$ cat config.mk
export PLATFORM = sky130hd
export DESIGN_NAME = pipelined_control_unit_flat
export DESIGN_NICKNAME = d
export VERILOG_FILES = /design/src/rtl/pipelined_control_unit_if.sv /design/src/rtl/pipelined_control_unit.sv /design/src/flat_wrapper.sv
export SDC_FILE = /design/constraint.sdc
export NUM_CORES = 1
export LEC_CHECK = 0
export ABC_AREA = 1
export ABC_CLOCK_PERIOD_IN_PS = 2600
export CAP_MARGIN = 20
export CELL_PAD_IN_SITES_DETAIL_PLACEMENT = 1
export CELL_PAD_IN_SITES_GLOBAL_PLACEMENT = 1
export CORE_AREA = 2 2 54 82
export CTS_BUF_LIST = sky130_fd_sc_hd__clkbuf_8
export CTS_CLUSTER_SIZE = 40
export DETAILED_ROUTE_END_ITERATION = 6
export DIE_AREA = 0 0 56 84
export GPL_ROUTABILITY_DRIVEN = 0
export PLACE_DENSITY_LB_ADDON = 0.1
export SLEW_MARGIN = 15
export SYNTH_ARGS = -nofsm -noshare
export SYNTH_HDL_FRONTEND = slang
export SYNTH_SLANG_ARGS = --single-unit
$ cat constraint.sdc
create_clock -name CLK -period 2.6 [get_ports CLK]
set_input_delay 0.65 -clock CLK [delete_from_list [all_inputs] [get_ports CLK]]
set_output_delay 0.65 -clock CLK [all_outputs]
set_load 0.02 [all_outputs]
$ cat src/rtl/pipelined_control_unit_if.sv
`default_nettype none
// ---------------------------------------------------------------------------
// pipelined_control_unit_if : ID->EX control bundle (instruction in, decoded controls out)
// Revision 1.0
// ---------------------------------------------------------------------------
interface pipelined_control_unit_if #(
  parameter int ALUOP_W   = 5,
  parameter int IMM_SEL_W = 3
);
  logic [31:0]          INSTRUCTION;
  logic                 IN_VALID;
  logic                 STALL;
  logic                 FLUSH;
  logic [ALUOP_W-1:0]   ALUOP;
  logic [IMM_SEL_W-1:0] IMME_SELECT;
  logic                 MUX1_SELECT;
  logic                 MUX2_SELECT;
  logic                 MUX3_SELECT;
  logic                 MUX4_SELECT;
  logic                 WRITEENABLE;
  logic                 MEMREAD;
  logic                 MEMWRITE;
  logic                 BRANCH;
  logic                 JUMP;
  logic [2:0]           FUNCT3_OUT;
  logic                 OUT_VALID;
  logic                 ILLEGAL;
  logic                 MD_BUSY;

  modport master (
    output INSTRUCTION, IN_VALID, STALL, FLUSH,
    input  ALUOP, IMME_SELECT, MUX1_SELECT, MUX2_SELECT, MUX3_SELECT, MUX4_SELECT,
    input  WRITEENABLE, MEMREAD, MEMWRITE, BRANCH, JUMP, FUNCT3_OUT,
    input  OUT_VALID, ILLEGAL, MD_BUSY
  );

  modport slave (
    input  INSTRUCTION, IN_VALID, STALL, FLUSH,
    output ALUOP, IMME_SELECT, MUX1_SELECT, MUX2_SELECT, MUX3_SELECT, MUX4_SELECT,
    output WRITEENABLE, MEMREAD, MEMWRITE, BRANCH, JUMP, FUNCT3_OUT,
    output OUT_VALID, ILLEGAL, MD_BUSY
  );
endinterface
`default_nettype wire

$ cat src/rtl/pipelined_control_unit.sv
`default_nettype none
// ---------------------------------------------------------------------------
// pipelined_control_unit : registered RV32I ID/EX decoder; M-ops + MD_BUSY hold when RV32M_EN is defined
// Revision 1.0
// ---------------------------------------------------------------------------
module pipelined_control_unit #(
  parameter int ALUOP_W    = 5,
  parameter int IMM_SEL_W  = 3,
  parameter int MD_LATENCY = 4
) (
  input  wire logic               CLK,
  input  wire logic               RESET,
  pipelined_control_unit_if.slave bus
);

  localparam logic [6:0] c_OPC_OP     = 7'b0110011;
  localparam logic [6:0] c_OPC_OPIMM  = 7'b0010011;
  localparam logic [6:0] c_OPC_LOAD   = 7'b0000011;
  localparam logic [6:0] c_OPC_STORE  = 7'b0100011;
  localparam logic [6:0] c_OPC_BRANCH = 7'b1100011;
  localparam logic [6:0] c_OPC_JAL    = 7'b1101111;
  localparam logic [6:0] c_OPC_JALR   = 7'b1100111;
  localparam logic [6:0] c_OPC_LUI    = 7'b0110111;
  localparam logic [6:0] c_OPC_AUIPC  = 7'b0010111;

  localparam logic [ALUOP_W-1:0] c_ALU_PASS_B = ALUOP_W'(0);
  localparam logic [ALUOP_W-1:0] c_ALU_ADD    = ALUOP_W'(1);
  localparam logic [ALUOP_W-1:0] c_ALU_SUB    = ALUOP_W'(2);
  localparam logic [ALUOP_W-1:0] c_ALU_SLL    = ALUOP_W'(3);
  localparam logic [ALUOP_W-1:0] c_ALU_SLT    = ALUOP_W'(4);
  localparam logic [ALUOP_W-1:0] c_ALU_SLTU   = ALUOP_W'(5);
  localparam logic [ALUOP_W-1:0] c_ALU_XOR    = ALUOP_W'(6);
  localparam logic [ALUOP_W-1:0] c_ALU_SRL    = ALUOP_W'(7);
  localparam logic [ALUOP_W-1:0] c_ALU_SRA    = ALUOP_W'(8);
  localparam logic [ALUOP_W-1:0] c_ALU_OR     = ALUOP_W'(9);
  localparam logic [ALUOP_W-1:0] c_ALU_AND    = ALUOP_W'(10);

  localparam logic [IMM_SEL_W-1:0] c_IMM_I = IMM_SEL_W'(0);
  localparam logic [IMM_SEL_W-1:0] c_IMM_S = IMM_SEL_W'(1);
  localparam logic [IMM_SEL_W-1:0] c_IMM_U = IMM_SEL_W'(2);
  localparam logic [IMM_SEL_W-1:0] c_IMM_B = IMM_SEL_W'(3);
  localparam logic [IMM_SEL_W-1:0] c_IMM_J = IMM_SEL_W'(4);

  typedef struct packed {
    logic [ALUOP_W-1:0]   aluop;
    logic [IMM_SEL_W-1:0] imm;
    logic                 mux1;
    logic                 mux2;
    logic                 mux3;
    logic                 mux4;
    logic                 we;
    logic                 mr;
    logic                 mw;
    logic                 br;
    logic                 jp;
    logic [2:0]           f3;
    logic                 valid;
    logic                 illegal;
  } ctl_t;

  logic [6:0] w_opc;
  logic [2:0] w_f3;
  logic [6:0] w_f7;
  logic       w_legal;
  logic       w_unused_bits;
  ctl_t       w_dec;
  ctl_t       r_ctl;

  assign w_opc         = bus.INSTRUCTION[6:0];
  assign w_f3          = bus.INSTRUCTION[14:12];
  assign w_f7          = bus.INSTRUCTION[31:25];
  assign w_unused_bits = ^{bus.INSTRUCTION[24:15], bus.INSTRUCTION[11:7]};

  function automatic logic [ALUOP_W-1:0] base_op(input logic [2:0] f3);
    case (f3)
      3'b000:  base_op = c_ALU_ADD;
      3'b001:  base_op = c_ALU_SLL;
      3'b010:  base_op = c_ALU_SLT;
      3'b011:  base_op = c_ALU_SLTU;
      3'b100:  base_op = c_ALU_XOR;
      3'b101:  base_op = c_ALU_SRL;
      3'b110:  base_op = c_ALU_OR;
      default: base_op = c_ALU_AND;
    endcase
  endfunction

`ifdef RV32M_EN
  localparam logic [ALUOP_W-1:0] c_ALU_MUL = ALUOP_W'(11);
  logic w_is_mop;
`endif

  always_comb begin
    w_dec   = '0;
    w_legal = 1'b1;
`ifdef RV32M_EN
    w_is_mop = 1'b0;
`endif
    case (w_opc)
      c_OPC_OP: begin
        w_dec.we = 1'b1;
        w_dec.f3 = w_f3;
        if (w_f7 == 7'b0000000) begin
          w_dec.aluop = base_op(w_f3);
        end else if (w_f7 == 7'b0100000 && w_f3 == 3'b000) begin
          w_dec.aluop = c_ALU_SUB;
        end else if (w_f7 == 7'b0100000 && w_f3 == 3'b101) begin
          w_dec.aluop = c_ALU_SRA;
`ifdef RV32M_EN
        end else if (w_f7 == 7'b0000001) begin
          // M-op codes are contiguous from MUL in funct3 order
          w_dec.aluop = c_ALU_MUL + ALUOP_W'(w_f3);
          w_is_mop    = 1'b1;
`endif
        end else begin
          w_legal = 1'b0;
        end
      end
      c_OPC_OPIMM: begin
        w_dec.imm  = c_IMM_I;
        w_dec.mux2 = 1'b1;
        w_dec.we   = 1'b1;
        w_dec.f3   = w_f3;
        case (w_f3)
          3'b001: begin
            w_dec.aluop = c_ALU_SLL;
            w_legal     = (w_f7 == 7'b0000000);
          end
          3'b101: begin
            w_dec.aluop = (w_f7 == 7'b0100000) ? c_ALU_SRA : c_ALU_SRL;
            w_legal     = (w_f7 == 7'b0000000) || (w_f7 == 7'b0100000);
          end
          default: w_dec.aluop = base_op(w_f3);
        endcase
      end
      c_OPC_LOAD: begin
        w_dec.aluop = c_ALU_ADD;
        w_dec.imm   = c_IMM_I;
        w_dec.mux2  = 1'b1;
        w_dec.mux4  = 1'b1;
        w_dec.mr    = 1'b1;
        w_dec.we    = 1'b1;
        w_dec.f3    = w_f3;
        w_legal     = w_f3 inside {3'b000, 3'b001, 3'b010, 3'b100, 3'b101};
      end
      c_OPC_STORE: begin
        w_dec.aluop = c_ALU_ADD;
        w_dec.imm   = c_IMM_S;
        w_dec.mux2  = 1'b1;
        w_dec.mw    = 1'b1;
        w_dec.f3    = w_f3;
        w_legal     = w_f3 inside {3'b000, 3'b001, 3'b010};
      end
      c_OPC_BRANCH: begin
        w_dec.aluop = c_ALU_SUB;
        w_dec.imm   = c_IMM_B;
        w_dec.mux1  = 1'b1;
        w_dec.mux2  = 1'b1;
        w_dec.br    = 1'b1;
        w_dec.f3    = w_f3;
        w_legal     = !(w_f3 inside {3'b010, 3'b011});
      end
      c_OPC_JAL: begin
        w_dec.aluop = c_ALU_ADD;
        w_dec.imm   = c_IMM_J;
        w_dec.mux1  = 1'b1;
        w_dec.mux2  = 1'b1;
        w_dec.mux3  = 1'b1;
        w_dec.jp    = 1'b1;
        w_dec.we    = 1'b1;
      end
      c_OPC_JALR: begin
        w_dec.aluop = c_ALU_ADD;
        w_dec.imm   = c_IMM_I;
        w_dec.mux2  = 1'b1;
        w_dec.mux3  = 1'b1;
        w_dec.jp    = 1'b1;
        w_dec.we    = 1'b1;
        w_dec.f3    = w_f3;
        w_legal     = (w_f3 == 3'b000);
      end
      c_OPC_LUI: begin
        w_dec.aluop = c_ALU_PASS_B;
        w_dec.imm   = c_IMM_U;
        w_dec.mux2  = 1'b1;
        w_dec.we    = 1'b1;
      end
      c_OPC_AUIPC: begin
        w_dec.aluop = c_ALU_ADD;
        w_dec.imm   = c_IMM_U;
        w_dec.mux1  = 1'b1;
        w_dec.mux2  = 1'b1;
        w_dec.we    = 1'b1;
      end
      default: w_legal = 1'b0;
    endcase
    // An undecodable word becomes a bubble that only carries the ILLEGAL flag
    if (!w_legal) begin
      w_dec         = '0;
      w_dec.illegal = 1'b1;
`ifdef RV32M_EN
      w_is_mop      = 1'b0;
`endif
    end else begin
      w_dec.valid = 1'b1;
    end
  end

`ifdef RV32M_EN
  localparam int                CNT_W      = 5;
  localparam logic [CNT_W-1:0]  c_CNT_LOAD = CNT_W'(MD_LATENCY - 1);

  typedef enum logic [0:0] {
    S_RUN     = 1'b0,
    S_MD_WAIT = 1'b1
  } state_t;

  state_t           r_state;
  logic [CNT_W-1:0] r_cnt;
  logic             r_busy;

  always_ff @(posedge CLK) begin
    if (!RESET) begin
      r_ctl   <= '0;
      r_state <= S_RUN;
      r_cnt   <= '0;
      r_busy  <= 1'b0;
    end else if (bus.FLUSH) begin
      r_ctl   <= '0;
      r_state <= S_RUN;
      r_cnt   <= '0;
      r_busy  <= 1'b0;
    end else if (r_state == S_MD_WAIT) begin
      // EX outputs held; leave at the edge where the counter reaches zero
      r_cnt <= r_cnt - CNT_W'(1);
      if (r_cnt == CNT_W'(1)) begin
        r_state <= S_RUN;
        r_busy  <= 1'b0;
      end
    end else if (bus.STALL || !bus.IN_VALID) begin
      r_ctl <= '0;
    end else begin
      r_ctl <= w_dec;
      if (w_is_mop && (MD_LATENCY > 1)) begin
        r_state <= S_MD_WAIT;
        r_cnt   <= c_CNT_LOAD;
        r_busy  <= 1'b1;
      end
    end
  end

  assign bus.MD_BUSY = r_busy;
`else
  logic w_unused_cfg;
  assign w_unused_cfg = (MD_LATENCY > 1);

  always_ff @(posedge CLK) begin
    if (!RESET || bus.FLUSH || bus.STALL || !bus.IN_VALID) begin
      r_ctl <= '0;
    end else begin
      r_ctl <= w_dec;
    end
  end

  assign bus.MD_BUSY = 1'b0;
`endif

  assign bus.ALUOP       = r_ctl.aluop;
  assign bus.IMME_SELECT = r_ctl.imm;
  assign bus.MUX1_SELECT = r_ctl.mux1;
  assign bus.MUX2_SELECT = r_ctl.mux2;
  assign bus.MUX3_SELECT = r_ctl.mux3;
  assign bus.MUX4_SELECT = r_ctl.mux4;
  assign bus.WRITEENABLE = r_ctl.we;
  assign bus.MEMREAD     = r_ctl.mr;
  assign bus.MEMWRITE    = r_ctl.mw;
  assign bus.BRANCH      = r_ctl.br;
  assign bus.JUMP        = r_ctl.jp;
  assign bus.FUNCT3_OUT  = r_ctl.f3;
  assign bus.OUT_VALID   = r_ctl.valid;
  assign bus.ILLEGAL     = r_ctl.illegal;

endmodule
`default_nettype wire

$ cat src/flat_wrapper.sv
// flat-port wrapper written by rule: the top's interface ports become plain ports
module pipelined_control_unit_flat 
#(
  parameter int ALUOP_W    = 5,
  parameter int IMM_SEL_W  = 3,
  parameter int MD_LATENCY = 4
)
  (CLK, RESET, bus_INSTRUCTION, bus_IN_VALID, bus_STALL, bus_FLUSH, bus_ALUOP, bus_IMME_SELECT, bus_MUX1_SELECT, bus_MUX2_SELECT, bus_MUX3_SELECT, bus_MUX4_SELECT, bus_WRITEENABLE, bus_MEMREAD, bus_MEMWRITE, bus_BRANCH, bus_JUMP, bus_FUNCT3_OUT, bus_OUT_VALID, bus_ILLEGAL, bus_MD_BUSY);
  pipelined_control_unit_if #(.ALUOP_W(ALUOP_W), .IMM_SEL_W(IMM_SEL_W)) bus_i ();
  input  wire logic CLK;
  input  wire logic RESET;
  input wire logic [$bits(bus_i.INSTRUCTION)-1:0] bus_INSTRUCTION;
  input wire logic [$bits(bus_i.IN_VALID)-1:0] bus_IN_VALID;
  input wire logic [$bits(bus_i.STALL)-1:0] bus_STALL;
  input wire logic [$bits(bus_i.FLUSH)-1:0] bus_FLUSH;
  output wire logic [$bits(bus_i.ALUOP)-1:0] bus_ALUOP;
  output wire logic [$bits(bus_i.IMME_SELECT)-1:0] bus_IMME_SELECT;
  output wire logic [$bits(bus_i.MUX1_SELECT)-1:0] bus_MUX1_SELECT;
  output wire logic [$bits(bus_i.MUX2_SELECT)-1:0] bus_MUX2_SELECT;
  output wire logic [$bits(bus_i.MUX3_SELECT)-1:0] bus_MUX3_SELECT;
  output wire logic [$bits(bus_i.MUX4_SELECT)-1:0] bus_MUX4_SELECT;
  output wire logic [$bits(bus_i.WRITEENABLE)-1:0] bus_WRITEENABLE;
  output wire logic [$bits(bus_i.MEMREAD)-1:0] bus_MEMREAD;
  output wire logic [$bits(bus_i.MEMWRITE)-1:0] bus_MEMWRITE;
  output wire logic [$bits(bus_i.BRANCH)-1:0] bus_BRANCH;
  output wire logic [$bits(bus_i.JUMP)-1:0] bus_JUMP;
  output wire logic [$bits(bus_i.FUNCT3_OUT)-1:0] bus_FUNCT3_OUT;
  output wire logic [$bits(bus_i.OUT_VALID)-1:0] bus_OUT_VALID;
  output wire logic [$bits(bus_i.ILLEGAL)-1:0] bus_ILLEGAL;
  output wire logic [$bits(bus_i.MD_BUSY)-1:0] bus_MD_BUSY;
  assign bus_i.INSTRUCTION = bus_INSTRUCTION;
  assign bus_i.IN_VALID = bus_IN_VALID;
  assign bus_i.STALL = bus_STALL;
  assign bus_i.FLUSH = bus_FLUSH;
  assign bus_ALUOP = bus_i.ALUOP;
  assign bus_IMME_SELECT = bus_i.IMME_SELECT;
  assign bus_MUX1_SELECT = bus_i.MUX1_SELECT;
  assign bus_MUX2_SELECT = bus_i.MUX2_SELECT;
  assign bus_MUX3_SELECT = bus_i.MUX3_SELECT;
  assign bus_MUX4_SELECT = bus_i.MUX4_SELECT;
  assign bus_WRITEENABLE = bus_i.WRITEENABLE;
  assign bus_MEMREAD = bus_i.MEMREAD;
  assign bus_MEMWRITE = bus_i.MEMWRITE;
  assign bus_BRANCH = bus_i.BRANCH;
  assign bus_JUMP = bus_i.JUMP;
  assign bus_FUNCT3_OUT = bus_i.FUNCT3_OUT;
  assign bus_OUT_VALID = bus_i.OUT_VALID;
  assign bus_ILLEGAL = bus_i.ILLEGAL;
  assign bus_MD_BUSY = bus_i.MD_BUSY;
  pipelined_control_unit #(.ALUOP_W(ALUOP_W), .IMM_SEL_W(IMM_SEL_W), .MD_LATENCY(MD_LATENCY)) u_core (.CLK(CLK), .RESET(RESET), .bus(bus_i));
endmodule
Word-level counts from Yosys, hierarchy flattened
Cells that the tools add are included.
{ "totals": {"register_bits": 20, "output_inout_bits": 23} }
{ "classes": {"n_eq_ne": 16, "mux": 23, "n_bitwise": 2, "n_reduce_logical": 24} }
{ "ops": {"columns": ["op", "count"], "rows": [
  ["$eq 7x6->1 const B", 4],
  ["$pmux 4 s7", 1],
  ["$eq 7x7->1 const B", 3],
  ["$pmux 4 s5", 1],
  ["$pmux 5 s4", 1],
  ["$eq 7x5->1 const B", 2],
  ["$mux 1", 12],
  ["$mux 4", 3],
  ["$pmux 3 s4", 1],
  ["$pmux 5 s2", 1],
  ["$eq 3x3->1 const B", 3],
  ["$reduce_or 3->1", 3],
  ["$reduce_or 8->1", 1],
  ["$eq 7x2->1 const B", 1],
  ["$logic_not 7->1", 1],
  ["$pmux 1 s7", 1],
  ["$reduce_or 7->1", 1],
  ["$eq 3x2->1 const B", 2],
  ["$reduce_or 2->1", 3],
  ["$reduce_or 6->1", 1],
  ["$mux 5", 1],
  ["$reduce_bool 5->1", 1],
  ["$reduce_or 5->1", 1],
  ["$logic_or 1x1->1", 4],
  ["8 further kinds", 12]
]} }

Depth between registers and ports, before layout
{ "logic_depth": {"word_depth": 8, "mapped_depth": 11} }

Least setup slack after synthesis
Ideal clock, no wire load.
{ "synth_path": {"path_kind": "input port to flip-flop", "start": "in bus_INSTRUCTION[1]", "end": "reg u_core.r_ctl, in the netlist u_core.bus.MUX2_SELECT", "arrival_ns": 1.532, "required_time_ns": 2.478, "path_slack_ns": 0.946, "path_stages": 10, "cell_sequence": "nand2_2 inv_1 nand2_2 nor2_4 nand2_2 nand3_1 nor2_1 nand2_4 nand2_4 nor2_1"} }
{ "synth_between": {"elab_chain_len": 5, "elab_cells_between_ends": 15} }
{ "synth_lines": {"columns": ["item", "line", "source"], "rows": [
  ["start: declaration", "flat_wrapper.sv:12", "input wire logic [$bits(bus_i.INSTRUCTION)-1:0] bus_INSTRUCTION;"],
  ["$eq 7x6->1 (tied with other cells)", "pipelined_control_unit.sv:98", "case (w_opc)"],
  ["$reduce_or 3->1 (no source line)", null, null],
  ["$pmux 1 s7", "pipelined_control_unit.sv:98", null],
  ["$not 1->1 (no source line)", null, null],
  ["$reduce_or 2->1 (no source line)", null, null],
  ["end signal: assignment", "pipelined_control_unit.sv:260", "r_ctl <= w_dec;"],
  ["end: declaration", "pipelined_control_unit.sv:67", "ctl_t r_ctl;"]
]} }
Several ways; a longest one is shown, not always the timed one.
A chain may end at the register's enable or synchronous reset.

Worst setup path in the final report
{ "layout_path": {"start": "in bus_INSTRUCTION[4]", "end": "reg u_core.r_ctl, in the netlist u_core.bus.ALUOP[0]"} }
The elaborated chain is that of the path after synthesis.

==> impl_metrics.env <==
export IMPL_status="complete, no violations"
export IMPL_initial_utilization_pct=26.75
export IMPL_max_freq_mhz=478.4
export IMPL_cp_start_kind="primary input"
export IMPL_grt_pass1_vias=1221
export IMPL_postCtsHoldBufs=0
export IMPL_syn_area_um2=1087
export IMPL_hp_class="primary input to flip-flop"
export IMPL_wl_met2_um=1814
export IMPL_rows=29
export IMPL_min_delay_start="bus_INSTRUCTION[13]"
export IMPL_layout_drive_gt1_share_pct=12.02
export IMPL_fin_crit_sh_pct=80.39
export IMPL_post_cts_resized=0
export IMPL_diodes=0
export IMPL_synth_area_per_cell_um2=6.590
export IMPL_arrival_ps=2230
export IMPL_drt_met1_wl_um=1142
export IMPL_netlist_instances=165
export IMPL_cp_required_ps=2740
export IMPL_switching_share_pct=23.86
export IMPL_grt_antenna_before_repair=0
export IMPL_drv_slew=0
export IMPL_ys_types=23
export IMPL_grt_overflow=0
export IMPL_core_area_um2=4064
export IMPL_leakagePower_nw=0.7130
export IMPL_drc=0
export IMPL_rsz0062_at_grt="false"
export IMPL_cts_tree="built"
export IMPL_ys_seq_area_share_pct=34.98
export IMPL_maxUsedRoutingLayer="met4"
export IMPL_cts_root_buffer="clkbuf_8"
export IMPL_synth_warnings=0
export IMPL_crit_end="u_core.bus.ALUOP[0]"
export IMPL_drtPass1Iterations=4
export IMPL_post_cts_buffers=0
export IMPL_drt_initial_drc_count=16
export IMPL_timing_final_ws_setup_ps=509.9
export IMPL_grtUsageTotal_pct=14.61
export IMPL_drv_cap=0
export IMPL_peakVddDrop_mv=0.2427
export IMPL_wl_um=3110
export IMPL_cts_max_level=1
export IMPL_dp_slack_ps=205.7
export IMPL_die_area_um2=4704
export IMPL_io_pins=60
export IMPL_via_per_inst=4.567
export IMPL_drt_wirelength_per_cell_um=12.24
export IMPL_area_delta_synth_final_pct=46.03
export IMPL_wl_met3_um=104
export IMPL_layout_commonest_cell="clkdlybuf4s50_1"
export IMPL_die_y_um=84
export IMPL_fp_dieW_um=56
export IMPL_n_fill_cell=541
export IMPL_power_frac_clock_pct=33.3
export IMPL_p_int_uw=438.8
export IMPL_end_kind="flip-flop"
export IMPL_port_buffers=42
export IMPL_setup_viol=0
export IMPL_path_max_fanout=6
export IMPL_ys_seq_elements=19
export IMPL_yosysTopAreaCell="dfxtp_1"
export IMPL_num_vias=1160
export IMPL_grt_pass1_wl_um=5513
export IMPL_min_period_ps=2090
export IMPL_final_cell_mix="clkdlybuf4s50_1 (42), nor2_1 (36), nand2_1 (32), inv_1 (21), dfxtp_1 (19)"
export IMPL_synthTopCellsByArea="dfxtp_1 (35%), nor2_1 (12%), nand2_1 (11%)"
export IMPL_power_switching_uw=137.5
export IMPL_ant_nets=0
export IMPL_power_share_sequential_pct=50.6
export IMPL_max_clock_path_buffers=2
export IMPL_clkTransAtPathRegs_ps=60
export IMPL_timing_setup_tns_ps=0
export IMPL_nets=246
export IMPL_hold_viol=0
export IMPL_startpoint="bus_INSTRUCTION[4]"
export IMPL_hpwl_um=2701
export IMPL_setup_worst_path_class="primary input to flip-flop"
export IMPL_power_share_combinational_pct=16.1
export IMPL_power_density_nw_per_um2=363.0
export IMPL_yosysTopAreaCellShare_pct=34.98
export IMPL_grt_max_degree=11
export IMPL_clkSinkCount=19
export IMPL_numCtsBuffers=3
[sequential cells by signal, indices dropped and copies added, names as in the netlist]
name and cells:
u_core.bus.MEMWRITE 1, u_core.bus.IMME_SELECT 3, u_core.bus.ALUOP 4, u_core.bus.BRANCH 1, u_core.bus.MUX4_SELECT 1, u_core.bus.MUX1_SELECT 1, u_core.bus.FUNCT3_OUT 3, u_core.bus.JUMP 1
u_core.bus.OUT_VALID 1, u_core.bus.WRITEENABLE 1, u_core.bus.MUX2_SELECT 1, u_core.bus.ILLEGAL 1
[power groups by stage]
stage	Sequential [mW]	Combinational (mW)	Clock, mW
final	0.292	0.0925	0.192
after global routing	0.291	0.103	0.217
after CTS	0.292	0.0936	0.202
after detailed placement	0.298	0.0932	0
after global placement	0.298	0.0896	0
after floorplan	0.299	0.0428	0
[Yosys cell counts (all sizes together)]
cell	count
a211oi	1
a21oi	6
a31oi	1
and3	1
buf	4
clkbuf	1
conb	1
dfxtp	19
inv	23
nand2	39
nand3	18
nand4	1
nor2	41
nor3	4
nor4	1
o21ai	4
[how the worst min path moves through the flow]
stage | cells past startpoint | end | slack [ps]
final | 3 | u_core.bus.FUNCT3_OUT[1] | 1090
after global routing | 3 | u_core.bus.FUNCT3_OUT[1] | 1110
after CTS | 3 | u_core.bus.FUNCT3_OUT[1] | 1080
after detailed placement | 3 | u_core.bus.FUNCT3_OUT[1] | 1350
after global placement | 3 | u_core.bus.FUNCT3_OUT[1] | 1330
after floorplan | 1 | u_core.bus.MEMWRITE | 720
[layout make-up]
type                       instances  area [µm²]  area share (%)
multi-input combinational        119       590.6           37.19
inverter                          23       86.33           5.437
sequential                        19       380.4           23.96
clock buffer                       3       41.29           2.600
timing repair buffer              43       427.9           26.95
clock inverter                     1       3.754          0.2364
tap                               46       57.56           3.625
[worst max-delay path, cell delays in order]
cell             delay (ps)
clkdlybuf4s50_1         610
inv_2                    90
nand2_4                 100
nor2_4                   50
nand2_1                 140
nand2_1                 100
nor2_1                  120
o21ai_0                 140
a21oi_1                 160
nor2_1                   60
[layer usage]
| layer | vias to the layer above | track usage, % |
|---|---|---|
| li1 | 592 | - |
| met1 | 537 | 14.87 |
| met2 | 27 | 28.88 |
| met3 | 4 | 1.240 |
| met4 | 0 | 6.494 |
| met5 | - | 0 |
[stage by stage]
step	instances	instance area [µm²]	power [mW]	utilization [%]	hold slack, ps
after global routing	254	1588	0.6120	39.07	1110
final	254	1588	0.5763	39.07	1091
after floorplan	166	1091	0.3417	-	719.7
after global placement	250	1543	0.3877	37.96	1329
after detailed placement	250	1543	0.3914	37.96	1352
after CTS	254	1588	0.5869	39.07	1082
[cells by family after synthesis]
logic type | synth area share, %
and+or+nand+nor | 47.76
buffers and inverters | 11.05
DFF | 34.98
AOI/OAI and AO/OA | 5.870
other | 0.3449
Power figures use the tool's default switching activity.
